[src/rtl/uart_tx_sched_pkg.sv]
// Shared constants for the UART TX scheduler: FSM states, grant codes, counter width.
package uart_tx_sched_pkg;

  localparam int unsigned ST_W  = 3;
  localparam int unsigned CNT_W = 4;

  localparam logic [ST_W-1:0] ST_IDLE    = 3'd0;
  localparam logic [ST_W-1:0] ST_LOAD    = 3'd1;
  localparam logic [ST_W-1:0] ST_WAIT_HI = 3'd2;
  localparam logic [ST_W-1:0] ST_WAIT_LO = 3'd3;
  localparam logic [ST_W-1:0] ST_GAP     = 3'd4;

  localparam logic GRANT_A = 1'b0;
  localparam logic GRANT_B = 1'b1;

endpackage

[src/rtl/uart_tx_sched_rr_arb2.sv]
// Two-input round-robin arbiter; on a tie the source not granted last wins.
module rr_arb2
  import uart_tx_sched_pkg::*;
(
  input  logic clk,
  input  logic rst,
  input  logic en,
  input  logic req_a,
  input  logic req_b,
  output logic gnt_a_c,
  output logic gnt_b_c
);

  logic ptr_q;

  // Grant decode: a lone requester always wins, a tie goes to the favoured source
  always_comb begin
    gnt_a_c = 1'b0;
    gnt_b_c = 1'b0;
    if (en) begin
      if (req_a && (!req_b || (ptr_q == GRANT_A))) begin
        gnt_a_c = 1'b1;
      end else if (req_b) begin
        gnt_b_c = 1'b1;
      end
    end
  end

  // Pointer favours the source that was not granted on the last acceptance
  always_ff @(posedge clk) begin
    if (rst) begin
      ptr_q <= GRANT_A;
    end else if (gnt_a_c) begin
      ptr_q <= GRANT_B;
    end else if (gnt_b_c) begin
      ptr_q <= GRANT_A;
    end
  end

endmodule

[src/rtl/uart_tx_sched.sv]
// Shares one UART transmitter between a byte source (A) and a word source (B).
module uart_tx_sched
  import uart_tx_sched_pkg::*;
#(
  parameter int unsigned DATA = 8,
  parameter int unsigned GAP  = 0,
  parameter int unsigned WDOG = 4
) (
  input  logic              CLK,
  input  logic              RST,
  input  logic              a_valid,
  input  logic [DATA-1:0]   a_data,
  output logic              a_ready,
  input  logic              b_valid,
  input  logic [2*DATA-1:0] b_data,
  output logic              b_ready,
  input  logic              tx_busy,
  output logic              tx_data_valid,
  output logic [DATA-1:0]   tx_p_data,
  output logic              sched_busy,
  output logic              wdog_err
);

  logic [ST_W-1:0]   state_q, state_d;
  logic              grant_q, grant_d;
  logic              byte_idx_q, byte_idx_d;
  logic [CNT_W-1:0]  cnt_q, cnt_d;
  logic [2*DATA-1:0] payload_q, payload_d;
  logic              dv_q, dv_d;
  logic [DATA-1:0]   pdata_q, pdata_d;
  logic [DATA-1:0]   cur_byte;
  logic              in_idle;
  logic              gnt_a, gnt_b;

  assign in_idle  = (state_q == ST_IDLE);
  assign cur_byte = byte_idx_q ? payload_q[2*DATA-1:DATA] : payload_q[DATA-1:0];

  rr_arb2 u_arb (
    .clk     (CLK),
    .rst     (RST),
    .en      (in_idle),
    .req_a   (a_valid),
    .req_b   (b_valid),
    .gnt_a_c (gnt_a),
    .gnt_b_c (gnt_b)
  );

  assign a_ready       = gnt_a;
  assign b_ready       = gnt_b;
  assign sched_busy    = !in_idle;
  assign tx_data_valid = dv_q;
  assign tx_p_data     = pdata_q;

  // Next-state and next-output logic; cnt_q is the watchdog count in WAIT_HI
  // and the remaining idle cycles in GAP
  always_comb begin
    state_d    = state_q;
    grant_d    = grant_q;
    byte_idx_d = byte_idx_q;
    cnt_d      = cnt_q;
    payload_d  = payload_q;
    dv_d       = 1'b0;
    pdata_d    = pdata_q;
    wdog_err   = 1'b0;

    case (state_q)
      ST_IDLE: begin
        if (gnt_a) begin
          payload_d  = {{DATA{1'b0}}, a_data};
          grant_d    = GRANT_A;
          byte_idx_d = 1'b0;
          dv_d       = 1'b1;
          pdata_d    = a_data;
          state_d    = ST_LOAD;
        end else if (gnt_b) begin
          payload_d  = b_data;
          grant_d    = GRANT_B;
          byte_idx_d = 1'b0;
          dv_d       = 1'b1;
          pdata_d    = b_data[DATA-1:0];
          state_d    = ST_LOAD;
        end
      end

      ST_LOAD: begin
        cnt_d   = '0;
        state_d = ST_WAIT_HI;
      end

      ST_WAIT_HI: begin
        if (tx_busy) begin
          state_d = ST_WAIT_LO;
        end else if (cnt_q == CNT_W'(WDOG - 1)) begin
          wdog_err = 1'b1;
          dv_d     = 1'b1;
          pdata_d  = cur_byte;
          state_d  = ST_LOAD;
        end else begin
          cnt_d = cnt_q + CNT_W'(1);
        end
      end

      ST_WAIT_LO: begin
        if (!tx_busy) begin
          if ((grant_q == GRANT_B) && !byte_idx_q) begin
            byte_idx_d = 1'b1;
            dv_d       = 1'b1;
            pdata_d    = payload_q[2*DATA-1:DATA];
            state_d    = ST_LOAD;
          end else if (GAP != 0) begin
            cnt_d   = CNT_W'(GAP - 1);
            state_d = ST_GAP;
          end else begin
            state_d = ST_IDLE;
          end
        end
      end

      ST_GAP: begin
        if (cnt_q == '0) begin
          state_d = ST_IDLE;
        end else begin
          cnt_d = cnt_q - CNT_W'(1);
        end
      end

      default: begin
        state_d = ST_IDLE;
      end
    endcase
  end

  // State, payload, counters and registered transmitter drive
  always_ff @(posedge CLK) begin
    if (RST) begin
      state_q    <= ST_IDLE;
      grant_q    <= GRANT_A;
      byte_idx_q <= 1'b0;
      cnt_q      <= '0;
      payload_q  <= '0;
      dv_q       <= 1'b0;
      pdata_q    <= '0;
    end else begin
      state_q    <= state_d;
      grant_q    <= grant_d;
      byte_idx_q <= byte_idx_d;
      cnt_q      <= cnt_d;
      payload_q  <= payload_d;
      dv_q       <= dv_d;
      pdata_q    <= pdata_d;
    end
  end

endmodule

[config.mk]
export PLATFORM = sky130hd
export DESIGN_NAME = uart_tx_sched
export DESIGN_NICKNAME = d
export VERILOG_FILES = /design/src/rtl/uart_tx_sched_pkg.sv /design/src/rtl/uart_tx_sched_rr_arb2.sv /design/src/rtl/uart_tx_sched.sv
export SDC_FILE = /design/constraint.sdc
export NUM_CORES = 1
export LEC_CHECK = 0
export ABC_CLOCK_PERIOD_IN_PS = 2000
export CAP_MARGIN = 25
export CORE_ASPECT_RATIO = 0.5
export CORE_UTILIZATION = 30
export DETAILED_ROUTE_END_ITERATION = 10
export GPL_ROUTABILITY_DRIVEN = 0
export PLACE_DENSITY = 0.64
export RECOVER_POWER = 100
export SETUP_SLACK_MARGIN = 0.1
export SLEW_MARGIN = 20
export SYNTH_ARGS = -nofsm -noshare
export SYNTH_HDL_FRONTEND = slang
export SYNTH_SLANG_ARGS = --single-unit
[constraint.sdc]
create_clock -name CLK -period 2 [get_ports CLK]
set_input_delay 0.4 -clock CLK [delete_from_list [all_inputs] [get_ports CLK]]
set_output_delay 0.4 -clock CLK [all_outputs]
set_load 0.02 [all_outputs]
==> results_dict.tcl, run 1 <==
set metrics [dict create \
    antenna_found_initial 0 \
    gr-total-overflow 0 \
    p_sw_share_pct 37.0 \
    fp.coreArea_sq_um 5490 \
    syn_to_final_growth_pct 46.0 \
    clock-sinks 34 \
    skew_ns 0.00239 \
    async_reset_ff_share_pct 0 \
    place_area_sq_um 2310 \
    ys_warn_count 0 \
    postCtsSetupRepairBufs 0 \
    layout_common_cells "33 x dfxtp_1, 28 x clkdlybuf4s50_1, 24 x nor2_1" \
    syn_area_sq_um 1710 \
    finalHoldViolations 0 \
    rows 19 \
    violations "design-rule violations" \
    h-tree-depth 2 \
    tightest_slew_ns 0.392 \
    antenna_left 0 \
    wirelength_mm 4.32 \
    period_needed_ns 1.90 \
    clk_latency_ns 0.28 \
    dieHeight_microns 55.5 \
    drive_gt1_share_pct 16.3 \
    route.vias.total 1668 \
    design_area_sq_um 2500 \
    io_pins 42 \
    synth_edf_count 0 \
    start_util_pct 31.2 \
    die_w_microns 109 \
    combPwrFrac_pct 47.7 \
    sequentialPowerShare_pct 25.8 \
    p_leak_nw 1.00 \
    setup_viol 0 \
    grt_setup_unrepaired "false" \
    p_total_w 0.00381 \
    synth_ff_type "dfxtp_1" \
    top_layer "met4" \
    synth_fp_nets 233 \
    drt_iter0_drc 48 \
    grt_first_pass_wirelength_mm 7.39 \
    cts-root-buf "clkbuf_16" \
    max_freq_ghz 0.526 \
    wl_met2_mm 2.07 \
    wl_met3_microns 102 \
    critPathMaxFanout 3 \
    route.detailed.drc 2 \
    vias_per_cell 5.05 \
    cts_made_buffers 5 \
    dr.pass1.iters 7 \
    groute.usage.overall_pct 15.7 \
    syn-mean-instance-area_sq_um 8.61 \
    num-nets-final 290 \
    clockBufferDepth 2 \
    final_util_pct 45.6 \
    place_hpwl_mm 3.22 \
    start_kind "primary input" \
    portBuffers 41 \
    rr_worst_depth 7 \
    ys_seq_area_share_pct 39.7 \
    p_int_w 0.00240 \
    cp_data_required_time_ns 1.60 \
    yosys.cell_types.count 37 \
    worstPathArrival_ns 1.50 \
    slew_headroom_pct 73.6 \
    holdCritPathClass "reg -> reg" \
    wl_met1_mm 2.10 \
    worstSetupPathType "in -> out" \
    max_cap_viol_count 0 \
    synth_cells 199 \
    clockPowerShare_pct 26.5 \
    status "finished with violations" \
    grt_pass1_vias 1618 \
    cts_tree "done" \
    holdPathStages 2 \
    p_switching_w 0.00141 \
    final_max_slew_viol_count 0 \
    wl_per_cell_microns 13.1 \
    finalCritPeriodShare_pct 95.1 \
    final_common_cell "dfxtp_1" \
    ys_seq_elements 34 \
    antenna_cells 0 \
    whs_ns 0.499 \
    worst_ir_drop_vdd_mv 0.492 \
    cts.clk_slew.worst_paths_ns 0.06 \
    grt_max_degree 35 \
    power_per_cell_area_nw_per_um2 1520 \
    crit_path_end_kind "primary output" \
    die-area_sq_um 6040 \
]
[power by group through the flow]
| stage | clock network, W | logic, W | registers [W] |
|---|---|---|---|
| 2_1_floorplan | 0 | 0.00112 | 0.00106 |
| 3_3_place_gp | 0 | 0.00174 | 0.00100 |
| 3_5_place_dp | 0 | 0.00179 | 0.00100 |
| 4_1_cts | 0.00103 | 0.00179 | 0.000989 |
| 5_1_grt | 0.00106 | 0.00201 | 0.00100 |
| 6_report | 0.00101 | 0.00182 | 0.000984 |
[per-stage QoR]
step | setup TNS [ns] | cells | setup slack, ns
after floorplan | 0 | 199 | 0.284
after global placement | -0.469 | 322 | -0.180
after detailed placement | -0.607 | 322 | -0.194
after CTS | 0 | 330 | 0.0855
after global routing | 0 | 330 | 0.0641
final | 0 | 330 | 0.0981
[cells by family (layout without fill, tap and decap cells)]
family | count (synthesis) | count (layout) | synth area share [%]
fa+ha+maj | 5 | 5 | 3.65
simple gates | 76 | 76 | 22.8
buf+inv | 18 | 76 | 5.18
compound gates | 63 | 63 | 27.1
xor+xnor | 2 | 2 | 1.02
flops | 34 | 34 | 39.7
mux | 1 | 1 | 0.584
[synth_stat cells (2+ instances only)]
cell type   n  share of area [%]
dfxtp_1    34                 40
nor2_1     26                5.7
nor3_1     20                5.8
a22oi_1    16                7.0
a21oi_1    11                3.2
a311oi_1    9                4.6
and3_1      8                2.9
o21ai_0     8                2.3
inv_1       6                1.3
buf_2       5                1.5
ha_1        5                3.6
nand2_1     5                1.1
a21boi_0    4                1.8
a21boi_1    4                1.8
a211oi_1    3                1.3
and2_1      3                1.1
clkbuf_1    3               0.66
nor2b_1     3                1.1
a211oi_2    2                1.5
buf_1       2               0.44
buf_6       2                1.3
nand2b_1    2               0.73
nand3b_1    2               0.88
o21ai_1     2               0.58
xor2_1      2                1.0
[worst max-delay path, stage by stage]
cell and delay [ns]:
clkdlybuf4s50_1 0.52, nand2_1 0.08, a21oi_2 0.15, dlygate4sd2_1 0.35
[metal layers]
metal | vias up | GRT usage [%]
met3 | 6 | 2.83
met2 | 21 | 25.3
met5 | - | 0
met4 | 0 | 6.37
met1 | 791 | 20.8
li1 | 850 | -
[registers in the layout, indices dropped and copies added (netlist names)]
| signal | count |
|---|---|
| tx_data_valid | 1 |
| payload_q | 16 |
| grant_q | 1 |
| tx_p_data | 8 |
| cnt_q | 4 |
| state_q | 2 |
| u_arb.ptr_q | 1 |
| byte_idx_q | 1 |
[final timing paths]
kind	endpoint	slack, ns	from
worst max-delay path	b_ready	0.1	b_valid
worst min register to register	payload_q[3]	0.50	payload_q[3]
worst min-delay path	payload_q[3]	0.50	payload_q[3]
worst max register to register	tx_p_data[7]	0.19	cnt_q[1]
[timing repair]
action | 4_1_cts | 5_1_grt
pin swaps | 0 | 1
hold buffers | 0 | 0
endpoints found under the setup margin | 4 | 11
gates resized for setup | 12 | 10
[area by class of cell]
type	count	area, sq um
clock buffers	5	125
well taps	73	91.3
flip-flops and latches	34	682
fillers	535	2990
repair buffers	62	547
multi-input cells	147	966
clock inverters	3	68.8
inverters	6	22.5
Power figures use the tool's default switching activity.
==> inputs of run 2 (changes only) <==
TNS_END_PERCENT = 30   (was unset)
==> run 2 against run 1 <==
Against the previous run:
- the flow still finishes with violations (design-rule violations)
- clock skew is essentially flat
- setup slack gained 0.022 ns
- hold slack lost 0.0021 ns
- die area is the same
- maximum frequency grew 1.1%
- utilization shrank 0.50 points
- cell area shrank 1.1%
- critical path depth is the same
- clock power is essentially flat
- via count shrank 0.36%
- largest cell class unchanged
==> results_dict.tcl, run 2 (same netlist as run 1, synthesis figures left out) <==
set metrics [dict create \
    final_common_cell "dfxtp_1" \
    dr.pass1.iters 7 \
    fp.coreArea_sq_um 5490 \
    multi_input_area_sq_um 948 \
    io_pins 42 \
    die-area_sq_um 6040 \
    top_register "payload_q" \
    place_hpwl_mm 3.22 \
    power_per_cell_area_nw_per_um2 1520 \
    vias_per_cell 5.04 \
    crit_path_end_kind "primary output" \
    clock-sinks 34 \
    route.vias.total 1662 \
    wl_per_cell_microns 13.0 \
    antenna_left 0 \
    syn_to_final_growth_pct 44.4 \
    groute.usage.overall_pct 15.7 \
    num-nets-final 290 \
    drive_gt1_share_pct 14.0 \
    violations "design-rule violations" \
    largest_reg_flops 16 \
    rows 19 \
    antenna_cells 0 \
    skew_ns 0.00201 \
    fin_cells 330 \
    drt_iter0_drc 46 \
    gr-total-overflow 0 \
    slew_headroom_pct 68.8 \
    worstPathArrival_ns 1.48 \
    max_freq_ghz 0.532 \
    antenna_found_initial 0 \
    p_total_w 0.00376 \
    setup_ws_ns 0.120 \
    finalHoldViolations 0 \
    h-tree-depth 2 \
    fillers 539 \
    die_w_microns 109 \
    start_kind "flip-flop" \
    place_ws_ns -0.194 \
    startpoint "cnt_q[1]" \
    dpl.cell_count 322 \
    worstSetupPathType "reg -> out" \
    grt_first_pass_wirelength_mm 7.38 \
    hold_start "payload_q[3]" \
    status "finished with violations" \
    cp_data_required_time_ns 1.60 \
    ctsHoldBuffers 0 \
    p_leak_nw 0.987 \
    finalCritPeriodShare_pct 94.0 \
    r2r_start "cnt_q[1]" \
    worst_ir_drop_vdd_mv 0.492 \
    setup_viol 0 \
    final_max_slew_viol_count 0 \
    cts-root-buf "clkbuf_16" \
    dieHeight_microns 55.5 \
    start_util_pct 31.2 \
    max_cap_viol_count 0 \
    tns_ns 0 \
    wirelength_mm 4.29 \
    clockBufferDepth 2 \
    period_needed_ns 1.88 \
    tightest_slew_ns 0.466 \
    cts.clk_slew.worst_paths_ns 0.06 \
    clk_latency_ns 0.28 \
    portBuffers 41 \
    critPathMaxFanout 3 \
    whs_ns 0.497 \
    layout_common_cells "34 x dfxtp_1, 28 x clkdlybuf4s50_1, 26 x nor2_1" \
    grt_pass1_vias 1614 \
    route.detailed.drc 2 \
    postCtsSetupRepairBufs 0 \
    regArea_sq_um 681 \
    grt_max_degree 35 \
    holdCritPathClass "reg -> reg" \
    cts_made_buffers 5 \
    cts_tree "done" \
    grt_setup_unrepaired "true" \
]
-- run 2: changes by cell type in the layout (fill, tap and decap cells not counted), sizes merged --
| cell | change |
|---|---|
| clkbuf | +1 |
| dlygate4sd2 | -1 |
-- run 2: layout make-up --
type	instances	share of cell area, %
Inverter	6	0.910
Clock inverter	3	2.78
Clock buffer	5	5.06
Timing Repair Buffer	62	21.7
Tap cell	73	3.69
Sequential cell	34	27.5
Multi-Input combinational cell	147	38.3
-- run 2: critical path, stage by stage (launching register included) --
cell and delay (ns):
dfxtp_1 0.35, ha_1 0.17, or3b_1 0.37, nor2_1 0.13, buf_2 0.18
-- run 2: timing repair --
| item | CTS | global route |
|---|---|---|
| gates resized for setup | 8 | 7 |
| endpoints found under the setup margin | 4 | 11 |
| pin swaps | 0 | 1 |
-- run 2: path summary, 6_finish.rpt --
check	to	slack (ns)	depth (start not counted)
setup / recovery	wdog_err	0.12	4
hold / removal	payload_q[3]	0.50	2
setup reg to reg	tx_p_data[2]	0.17	7
hold reg to reg	payload_q[3]	0.50	2
-- run 2: routing by layer --
metal  GRT usage (%)  share of wire [%]  vias to the layer above
li1                -                  -                      849
met1            20.7                 49                      784
met2            25.3                 47                       23
met3            2.83                2.4                        6
met4            6.37                1.1                        0
met5               0                  0                        -
-- run 2: through the flow --
| stage | utilization, % | cell area (sq um) |
|---|---|---|
| 2_1_floorplan | - | 1710 |
| 3_3_place_gp | 42.0 | 2310 |
| 3_5_place_dp | 42.0 | 2310 |
| 4_1_cts | 45.4 | 2490 |
| 5_1_grt | 45.1 | 2470 |
| 6_report | 45.1 | 2470 |
-- run 2: report_power, final --
group	leakage (nW)	switching, W	internal (W)
Sequential	0.280	0.000107	0.000877
Combinational	0.613	0.000989	0.000775
Clock	0.0940	0.000294	0.000715
